**config.mk**
```make
export PLATFORM = sky130hd
export DESIGN_NAME = decoder_arbiter
export DESIGN_NICKNAME = d
export VERILOG_FILES = /design/src/rtl/decoder_arbiter.sv
export SDC_FILE = /design/constraint.sdc
export NUM_CORES = 1
export LEC_CHECK = 0
export ABC_AREA = 1
export CAP_MARGIN = 20
export CORE_MARGIN = 5
export CORE_UTILIZATION = 46
export CTS_BUF_LIST = sky130_fd_sc_hd__clkbuf_16
export CTS_CLUSTER_DIAMETER = 30
export CTS_CLUSTER_SIZE = 20
export DETAILED_ROUTE_END_ITERATION = 8
export GPL_TIMING_DRIVEN = 0
export PLACE_DENSITY_LB_ADDON = 0.2
export SYNTH_ARGS = -nofsm -noshare
export SYNTH_HDL_FRONTEND = slang
export SYNTH_SLANG_ARGS = --single-unit
```
**constraint.sdc**
```tcl
create_clock -name clk -period 1.81 [get_ports clk]
set_input_delay 0.362 -clock clk [delete_from_list [all_inputs] [get_ports clk]]
set_output_delay 0.362 -clock clk [all_outputs]
set_load 0.05 [all_outputs]
```
**src/rtl/decoder_arbiter.sv**
```systemverilog
// Shares one byte-wide readout path between NUM_CH protocol decoders: per-channel
// single-byte holding registers feed a round-robin scheduler and a two-state output stage.
module decoder_arbiter #(
  parameter int NUM_CH = 4,
  parameter int CH_W   = 2
) (
  input  logic                  clk,
  input  logic                  rst_n,
  input  logic [8*NUM_CH-1:0]   in_data,
  input  logic [NUM_CH-1:0]     in_valid,
  input  logic [NUM_CH-1:0]     chan_en,
  output logic [NUM_CH-1:0]     detect_only,
  output logic [7:0]            out_data,
  output logic [CH_W-1:0]       out_chan,
  output logic                  out_valid,
  input  logic                  out_ready,
  output logic [NUM_CH-1:0]     overflow,
  input  logic                  clr_ovf
);

  // Handshake: a byte moves on every rising edge where out_valid && out_ready;
  // while out_valid=1 and out_ready=0, out_data/out_chan are held stable.
  typedef enum logic {ST_EMPTY, ST_FULL} state_t;

  state_t                   state_q, state_d;
  logic [NUM_CH-1:0][7:0]   hold_data_q, hold_data_d;
  logic [NUM_CH-1:0]        hold_vld_q, hold_vld_d;
  logic [NUM_CH-1:0]        eligible, drain, ovf_set;
  logic [NUM_CH-1:0]        ovf_q, ovf_d;
  logic [NUM_CH-1:0]        det_q;
  logic [CH_W-1:0]          rr_ptr_q, rr_ptr_d;
  logic [CH_W-1:0]          grant_idx;
  logic                     grant_found;
  logic                     load;
  logic [7:0]               out_data_q, out_data_d;
  logic [CH_W-1:0]          out_chan_q, out_chan_d;

  // Disabled channels are never eligible, even if a byte is still held this cycle.
  assign eligible = hold_vld_q & chan_en;

  always_comb begin
    grant_found = 1'b0;
    grant_idx   = '0;
    for (int k = 0; k < NUM_CH; k++) begin
      int c;
      c = int'(rr_ptr_q) + k;
      if (c >= NUM_CH) c = c - NUM_CH;
      if (!grant_found && eligible[c]) begin
        grant_found = 1'b1;
        grant_idx   = CH_W'(c);
      end
    end
  end

  always_comb begin
    state_d    = state_q;
    load       = 1'b0;
    out_data_d = out_data_q;
    out_chan_d = out_chan_q;
    rr_ptr_d   = rr_ptr_q;
    case (state_q)
      ST_EMPTY: if (grant_found) load = 1'b1;
      ST_FULL: begin
        if (out_ready) begin
          if (grant_found) load = 1'b1;
          else             state_d = ST_EMPTY;
        end
      end
      default: state_d = ST_EMPTY;
    endcase
    if (load) begin
      state_d    = ST_FULL;
      out_data_d = hold_data_q[grant_idx];
      out_chan_d = grant_idx;
      rr_ptr_d   = (grant_idx == CH_W'(NUM_CH - 1)) ? '0 : grant_idx + CH_W'(1);
    end
  end

  // A channel drained by this cycle's grant may accept a new byte in the same cycle.
  always_comb begin
    hold_vld_d  = hold_vld_q;
    hold_data_d = hold_data_q;
    drain       = '0;
    ovf_set     = '0;
    for (int i = 0; i < NUM_CH; i++) begin
      drain[i] = load && (grant_idx == CH_W'(i));
      if (!chan_en[i]) begin
        hold_vld_d[i] = 1'b0;
      end else begin
        if (drain[i]) hold_vld_d[i] = 1'b0;
        if (in_valid[i]) begin
          if (!hold_vld_q[i] || drain[i]) begin
            hold_vld_d[i]  = 1'b1;
            hold_data_d[i] = in_data[8*i +: 8];
          end else begin
            ovf_set[i] = 1'b1;
          end
        end
      end
    end
    ovf_d = (clr_ovf ? '0 : ovf_q) | ovf_set;
  end

  always_ff @(posedge clk or negedge rst_n) begin
    if (!rst_n) begin
      state_q     <= ST_EMPTY;
      hold_data_q <= '0;
      hold_vld_q  <= '0;
      ovf_q       <= '0;
      det_q       <= '1;
      rr_ptr_q    <= '0;
      out_data_q  <= '0;
      out_chan_q  <= '0;
    end else begin
      state_q     <= state_d;
      hold_data_q <= hold_data_d;
      hold_vld_q  <= hold_vld_d;
      ovf_q       <= ovf_d;
      det_q       <= ~chan_en;
      rr_ptr_q    <= rr_ptr_d;
      out_data_q  <= out_data_d;
      out_chan_q  <= out_chan_d;
    end
  end

  assign out_valid   = (state_q == ST_FULL);
  assign out_data    = out_data_q;
  assign out_chan    = out_chan_q;
  assign overflow    = ovf_q;
  assign detect_only = det_q;

endmodule

```
==> impl_results.md, run 1 <==
* Status: finished, violations left
* Failing checks: negative setup slack
* Synth top area cells: dfrtp_1 (45%), nand2_1 (17%), nand3_1 (9.6%), inv_1 (4.5%), dfstp_2 (3.6%)
* CTS sink cnt at 57
* DR DRC count at 0
* Gate Count Post-Synth at ~360
* CP endpoint kind: register
* Critical Path Source Type: register
* I/O Buffers at just over 60
* Num rows at 29
* Layout area overhead at 59.6%
* Iteration-0 DRC Markers at about 210
* Kind of critical path: register to register
* Core area at about 0.0063 mm²
* Post-synth top area share at 0.454
* Fin worst setup slack at -226 ps
* RePlAce Congestion at 0.878
* Nets at 510
* HPWL after DPL at around 5.3 mm
* CTS Buf Count at 9
* Setup-failing EPs final at 49
* Asr flop ratio synth at 1.00
* Top FF cell, synth: dfrtp_1
* Final period util at 1.12
* Post-Place Setup Slack at -611 ps
* Starting Density at 0.465
* Top post-synthesis cells by count: nand2_1 (132), nand3_1 (56), dfrtp_1 (53)
* Max-cap violations at 0
* Fmax achieved at ~0.49 GHz
* WL final at ~9 mm
* Yosys cell types at 27
* GRT Residual Overflow at 0
* Root buf cell: clkbuf_16
* DRT Pass-1 Iters at 4
* First-pass GRT wire length at between 10 and 15 mm
* Post-synth EDFFs at 0
* Static leakage at ~0.0023 µW
* Clock Latency Late Sink at approximately 320 ps
* Worst slew margin at 0.555
* Largest net degree at the start of global routing at 31
* Power per cell area at 2150 mW/mm²
* HP Class: primary input to asynchronous set/reset pin
* DRT antenna net count at 0
* H-tree levels at 3
* Most frequent cell after synthesis: nand2_1
* RSZ-0062 raised after global routing: yes
* Vias at just under 3k
* Non-filler cells, final at approximately 550
* Hold Worst Slack at 74.8 ps
* Mapped cell area at between 0.002 and 0.003 mm²
* Die area at between 0.008 and 0.009 mm²
* GRT Total Usage at 0.236
* Reg clk slew, reported paths at roughly 50 ps
* Placed Cells at between 400 and 500
* CTS tree: done
* Max-slew violation count at 0
* Vias in the first global route at 3081
* Top-Level Pins at 63
* Antenna fix cells at 0
* FILL cells at roughly 450
* Synth Area per Inst at between 8 and 9 µm²
* Slew @ Worst Pin at about 670 ps
* Worst EP required at around 2000 ps
* Tmin final at approximately 2000 ps
* Crit Path Max Fanout at 8
* Synthesized Nets at slightly above 400
* Routed length per placed instance at 16.6 µm
* Max Clock Skew at ~6.4 ps
* Peak supply drop at between 0.001 and 0.0015 V
* Die H at ~90 µm
* Register area share after synthesis at 0.490
* Clk buf depth at 2
* Initial antenna violation count at 0
* Die span in x at between 80 and 90 µm
* Vias/cell at between 5 and 6
* Post-synth top area cell: dfrtp_1
* Yosys warns at 0
* Final Hold Viols at 0
* Post-synthesis register bit count at between 50 and 60
* Share of layout cells above drive strength 1 at 0.323
* Crit path DAT at roughly 2200 ps
* Final core utilization at 0.742
==> logic make-up after synthesis <==
family	after synthesis	synth area share
AOI/OAI and AO/OA	22	0.0501
buffers and inverters	50	0.0789
DFF	57	0.490
and+or+nand+nor	230	0.381
==> per-stage QoR <==
stage	total power, µW	area [µm²]	setup TNS (ps)
finish	10000	4660	-7910
global route	10700	4660	-14690
CTS	9430	4540	-4660
detailed placement	6140	3650	-28330
global placement	6050	3640	-103540
floorplan	5110	2920	0
==> cells in the final DEF, fill, tap and decap left out, drive strengths merged, types with 7 or more instances in the layout <==
| cell | synthesis | routed |
|---|---|---|
| buf | 8 | 42 |
| clkbuf | 0 | 9 |
| clkdlybuf4s50 | 0 | 38 |
| clkinv | 4 | 7 |
| dfrtp | 53 | 53 |
| dlygate4sd2 | 0 | 23 |
| inv | 38 | 40 |
| nand2 | 151 | 151 |
| nand3 | 60 | 60 |
| nand4 | 11 | 11 |
| nor2 | 8 | 8 |
| o211ai | 9 | 9 |
| o21ai | 7 | 7 |
==> final timing paths <==
check                                    start               to  slack (ps)  cells after the start
worst max-delay path             hold_vld_q[0]  hold_data_q[10]        -230                     11
worst min-delay path                     rst_n      overflow[0]          70                      1
worst max register to register   hold_vld_q[0]  hold_data_q[10]        -230                     11
worst min register to register  hold_data_q[6]   hold_data_q[6]         470                      2
max in group asynchronous                rst_n   detect_only[1]        1070                      2
min in group clk                    chan_en[1]   detect_only[1]         430                      2
==> registers in the layout, indices dropped and copies added (netlist names) <==
name and count:
overflow 4, rr_ptr_q 2, out_valid 1, out_data 8, out_chan 2, hold_data_q 32, hold_vld_q 4, detect_only 4
==> where the power goes <==
part	internal [µW]	total [µW]	switching, µW
Sequential	1770	2130	353
Clock	1170	1710	540
Combinational	2480	6180	3690
==> layout make-up <==
cell class	count	area [µm²]	area share
Multi-Input combinational cell	252	1660	0.357
Tap cell	77	96.3	0.0207
Timing Repair inverter	1	8.76	0.00188
Inverter	42	173	0.0371
Sequential cell	57	1430	0.308
Buffer	8	86.3	0.0185
Clock inverter	6	75.1	0.0161
Timing Repair Buffer	95	897	0.193
Clock buffer	9	225	0.0483
==> metal layers <==
| layer | vias up | track usage | routed length, µm |
|---|---|---|---|
| li1 | 1384 | - | - |
| met5 | - | 0 | 0 |
| met2 | 113 | 0.403 | 4440 |
| met3 | 35 | 0.0411 | 567 |
| met1 | 1380 | 0.279 | 3670 |
| met4 | 0 | 0.134 | 390 |
==> repair_timing <==
action,CTS,global route
gates resized for setup,121,26
setup endpoints to repair,69,52
gates cloned,8,0
hold buffers,0,0
pin swaps,48,13
buffers inserted,22,3
==> worst max-delay path: stages, from the launching register on <==
cell and delay, ps:
dfrtp_1 470, nand2_1 140, nand2_1 150, nand3_1 140, a22oi_2 230, nand3_4 210
inv_6 140, nand2_4 60, nand2_4 100, nand2_4 100, nand2_1 100, nand2_1 60
Power figures use the tool's default switching activity.
==> inputs of run 2 (changes only) <==
--- a/config.mk
+++ b/config.mk
@@ -7,13 +7,12 @@
 export LEC_CHECK = 0
 export ABC_AREA = 1
 export CAP_MARGIN = 20
-export CORE_MARGIN = 5
+export CORE_MARGIN = 2
 export CORE_UTILIZATION = 46
 export CTS_BUF_LIST = sky130_fd_sc_hd__clkbuf_16
 export CTS_CLUSTER_DIAMETER = 30
 export CTS_CLUSTER_SIZE = 20
 export DETAILED_ROUTE_END_ITERATION = 8
-export GPL_TIMING_DRIVEN = 0
 export PLACE_DENSITY_LB_ADDON = 0.2
 export SYNTH_ARGS = -nofsm -noshare
 export SYNTH_HDL_FRONTEND = slang
==> run 2 against run 1 <==
Compared with the run above:
- the run still ends with negative setup slack left
- clock power down 5%
- first-iteration DRC count up 5.6%
- sequential share of layout area down 0.38 points
- non-clock buffer count down 3
- final cell count up 0.18%
- die area down 13%
- critical path type unchanged
- critical endpoint is now hold_data_q[3]
==> impl_results.md, run 2 (synthesis results as in run 1) <==
* Die H at 83.7 µm (was 89.7 µm)
* Kind of critical path: register to register (unchanged)
* Placed Cells at 523 (was 499)
* Power per cell area at 2110 mW/mm² (was 2150 mW/mm²)
* Crit Path Max Fanout at 8 (unchanged)
* Tmin final at 1980 ps (was 2040 ps)
* Met3 Track Usage GR at 0.0386 (was 0.0411)
* Register with the most flip-flops: hold_data_q (unchanged)
* Largest register FFs at 32 (unchanged)
* I/O Buffers at 62 (unchanged)
* WL final at 8.64 mm (was 9.07 mm)
* Setup TNS at -4060 ps (was -7910 ps)
* CTS sink cnt at 57 (unchanged)
* Crit-path max cell delay at 410 ps (was 470 ps)
* Layout area overhead at 61.6% (was 59.6%)
* GRT Residual Overflow at 0 (unchanged)
* CTS Buf Count at 9 (unchanged)
* Peak supply drop at 0.00126 V (was 0.00128 V)
* Clk buf depth at 2 (unchanged)
* Starting Density at 0.468 (was 0.465)
* Most frequent cells in the layout: nand2_1 (115), dfrtp_1 (51), buf_4 (39), clkdlybuf4s50_1 (38), inv_1 (35) (was nand2_1 (107), dfrtp_1 (51), clkdlybuf4s50_1 (38), inv_1 (36), nand3_1 (29))
* Nets at 510 (unchanged)
* CP most frequent cell: nand2_4 (was nand2_1)
* Reg clk slew, reported paths at 50 ps (about the same)
* FF/Latch Area at 0.00143 mm² (unchanged)
* Fin worst setup slack at -174 ps (was -226 ps)
* Met2 GRT Util at 0.348 (was 0.403)
* Setup-failing EPs final at 48 (was 49)
* Routed length per placed instance at 15.8 µm (was 16.6 µm)
* Vias/cell at 5.30 (was 5.32)
* Hold Worst Slack at 35.8 ps (was 74.8 ps)
* Fmax achieved at 0.504 GHz (was 0.491 GHz)
* HP Class: primary input to asynchronous set/reset pin (unchanged)
* Area taken by multi-input logic gates at 0.00173 mm² (was 0.00166 mm²)
* FILL cells at 405 (was 453)
* Non-filler cells, final at 548 (was 547)
* Largest net degree at the start of global routing at 58 (was 31)
* Failing checks: negative setup slack (unchanged)
* HPWL after DPL at 5.05 mm (was 5.27 mm)
* Final Hold Viols at 0 (unchanged)
* Vias in the first global route at 2632 (was 3081)
* RSZ-0062 raised after global routing: yes (unchanged)
* Core area at 0.00624 mm² (was 0.00628 mm²)
* CP endpoint kind: register (unchanged)
* Busiest layer in global routing: met2 (unchanged)
* CP max-delay cell: dfrtp_2 (was dfrtp_1)
* Power consumption at 9950 µW (was 10000 µW)
* Root buf cell: clkbuf_16 (unchanged)
* Final period util at 1.10 (was 1.12)
* Top-Level Pins at 63 (unchanged)
* H-tree levels at 3 (unchanged)
* Num rows at 29 (unchanged)
* Crit path DAT at 2240 ps (about the same)
* CTS tree: done (unchanged)
* RePlAce Congestion at 0.870 (was 0.878)
* Hold Buf Count CTS at 0 (unchanged)
* DRT antenna net count at 0 (unchanged)
* DR DRC count at 0 (unchanged)
* Iteration-0 DRC Markers at 225 (was 213)
* Die area at 0.00700 mm² (was 0.00804 mm²)
* Die span in x at 83.7 µm (was 89.7 µm)
* Max-cap violations at 0 (unchanged)
* Most common cell after layout, fill and taps aside: nand2_1 (unchanged)
* DRT Pass-1 Iters at 4 (unchanged)
* Slew @ Worst Pin at 444 ps (was 667 ps)
* Critical Path Source Type: register (unchanged)
* Worst EP required at 2070 ps (was 2010 ps)
* Vias at 2907 (was 2912)
* Max-slew violation count at 0 (unchanged)
* Share of layout cells above drive strength 1 at 0.348 (was 0.323)
* Initial antenna violation count at 0 (unchanged)
* Worst slew margin at 0.702 (was 0.555)
* Grt met1 use at 0.304 (was 0.279)
* Static leakage at 0.00232 µW (was 0.00230 µW)
* Max Clock Skew at 7.76 ps (was 6.45 ps)
* First-pass GRT wire length at 12.4 mm (was 14.3 mm)
* CP Cell Sequence: buf_12 -> clkinv_8 -> nand2_4 -> nand2_4 -> nand2_4 -> nand2_8 -> nand3_2 -> nor2_4 -> nor2_4 -> nand2_4 -> o21ai_4 -> buf_6 -> nand3_1 -> nand2_1 (was nand2_1 -> nand2_1 -> nand3_1 -> a22oi_2 -> nand3_4 -> inv_6 -> nand2_4 -> nand2_4 -> nand2_4 -> nand2_1 -> nand2_1)
* GRT Total Usage at 0.221 (was 0.236)
* Status: finished, violations left (unchanged)
* Antenna fix cells at 0 (unchanged)
* Clock Latency Late Sink at 330 ps (was 320 ps)
-- run 2: where the power goes --
| part | internal [µW] | total (µW) | switching [µW] | leakage (µW) |
|---|---|---|---|---|
| logic | 2460 | 6210 | 3750 | 0.00148 |
| registers | 1770 | 2110 | 341 | 0.000697 |
| clock network | 1050 | 1630 | 582 | 0.000140 |
| total | 5280 | 9950 | 4670 | 0.00232 |
-- run 2: per-layer routing --
layer	part of all wire	wire length, µm	vias to the layer above
li1	-	-	1394
met1	0.43	3750	1365
met2	0.48	4140	118
met3	0.056	487	30
met4	0.031	264	0
met5	0	0	-
-- run 2: timing repair --
action,4_1_cts,5_1_grt
setup buffers,0,3
pin swaps,9,17
gates cloned,3,3
endpoints found under the setup margin,48,49
gates resized for setup,37,80
-- run 2: worst max-delay path, delay by kind of cell (launching register included) --
family                 cells  cell delay, ps
AO/OA/AOI/OAI              1             210
flip-flops                 1             410
AND/OR/NAND/NOR           10             860
buffers and inverters      3             410
-- run 2: metrics by stage --
stage,utilization,setup WS (ps),instance area [µm²]
final,0.756,-174,4720
after global routing,0.756,-273,4720
after CTS,0.686,-79.2,4280
after detailed placement,0.613,-596,3830
after global placement,0.613,-538,3830
after floorplan,-,60.1,2920
-- run 2: layout make-up --
class,count,area share
timing repair buffer,100,0.208
sequential,57,0.304
clock inverter,7,0.0133
tap,77,0.0204
multi-input combinational,255,0.366
timing repair inverter,1,0.00345
inverter,42,0.0371
clock buffer,9,0.0477
-- run 2: final timing paths --
| check | cells after the start | slack [ps] | start | endpoint |
|---|---|---|---|---|
| setup / recovery | 14 | -170 | rr_ptr_q[0] | hold_data_q[3] |
| setup reg to reg | 14 | -170 | rr_ptr_q[0] | hold_data_q[3] |
| max in group asynchronous | 2 | 1490 | rst_n | detect_only[0] |
| hold / removal | 2 | 40 | rst_n | overflow[1] |
| hold reg to reg | 2 | 470 | hold_data_q[26] | hold_data_q[26] |
| min in group clk | 2 | 450 | chan_en[2] | detect_only[2] |
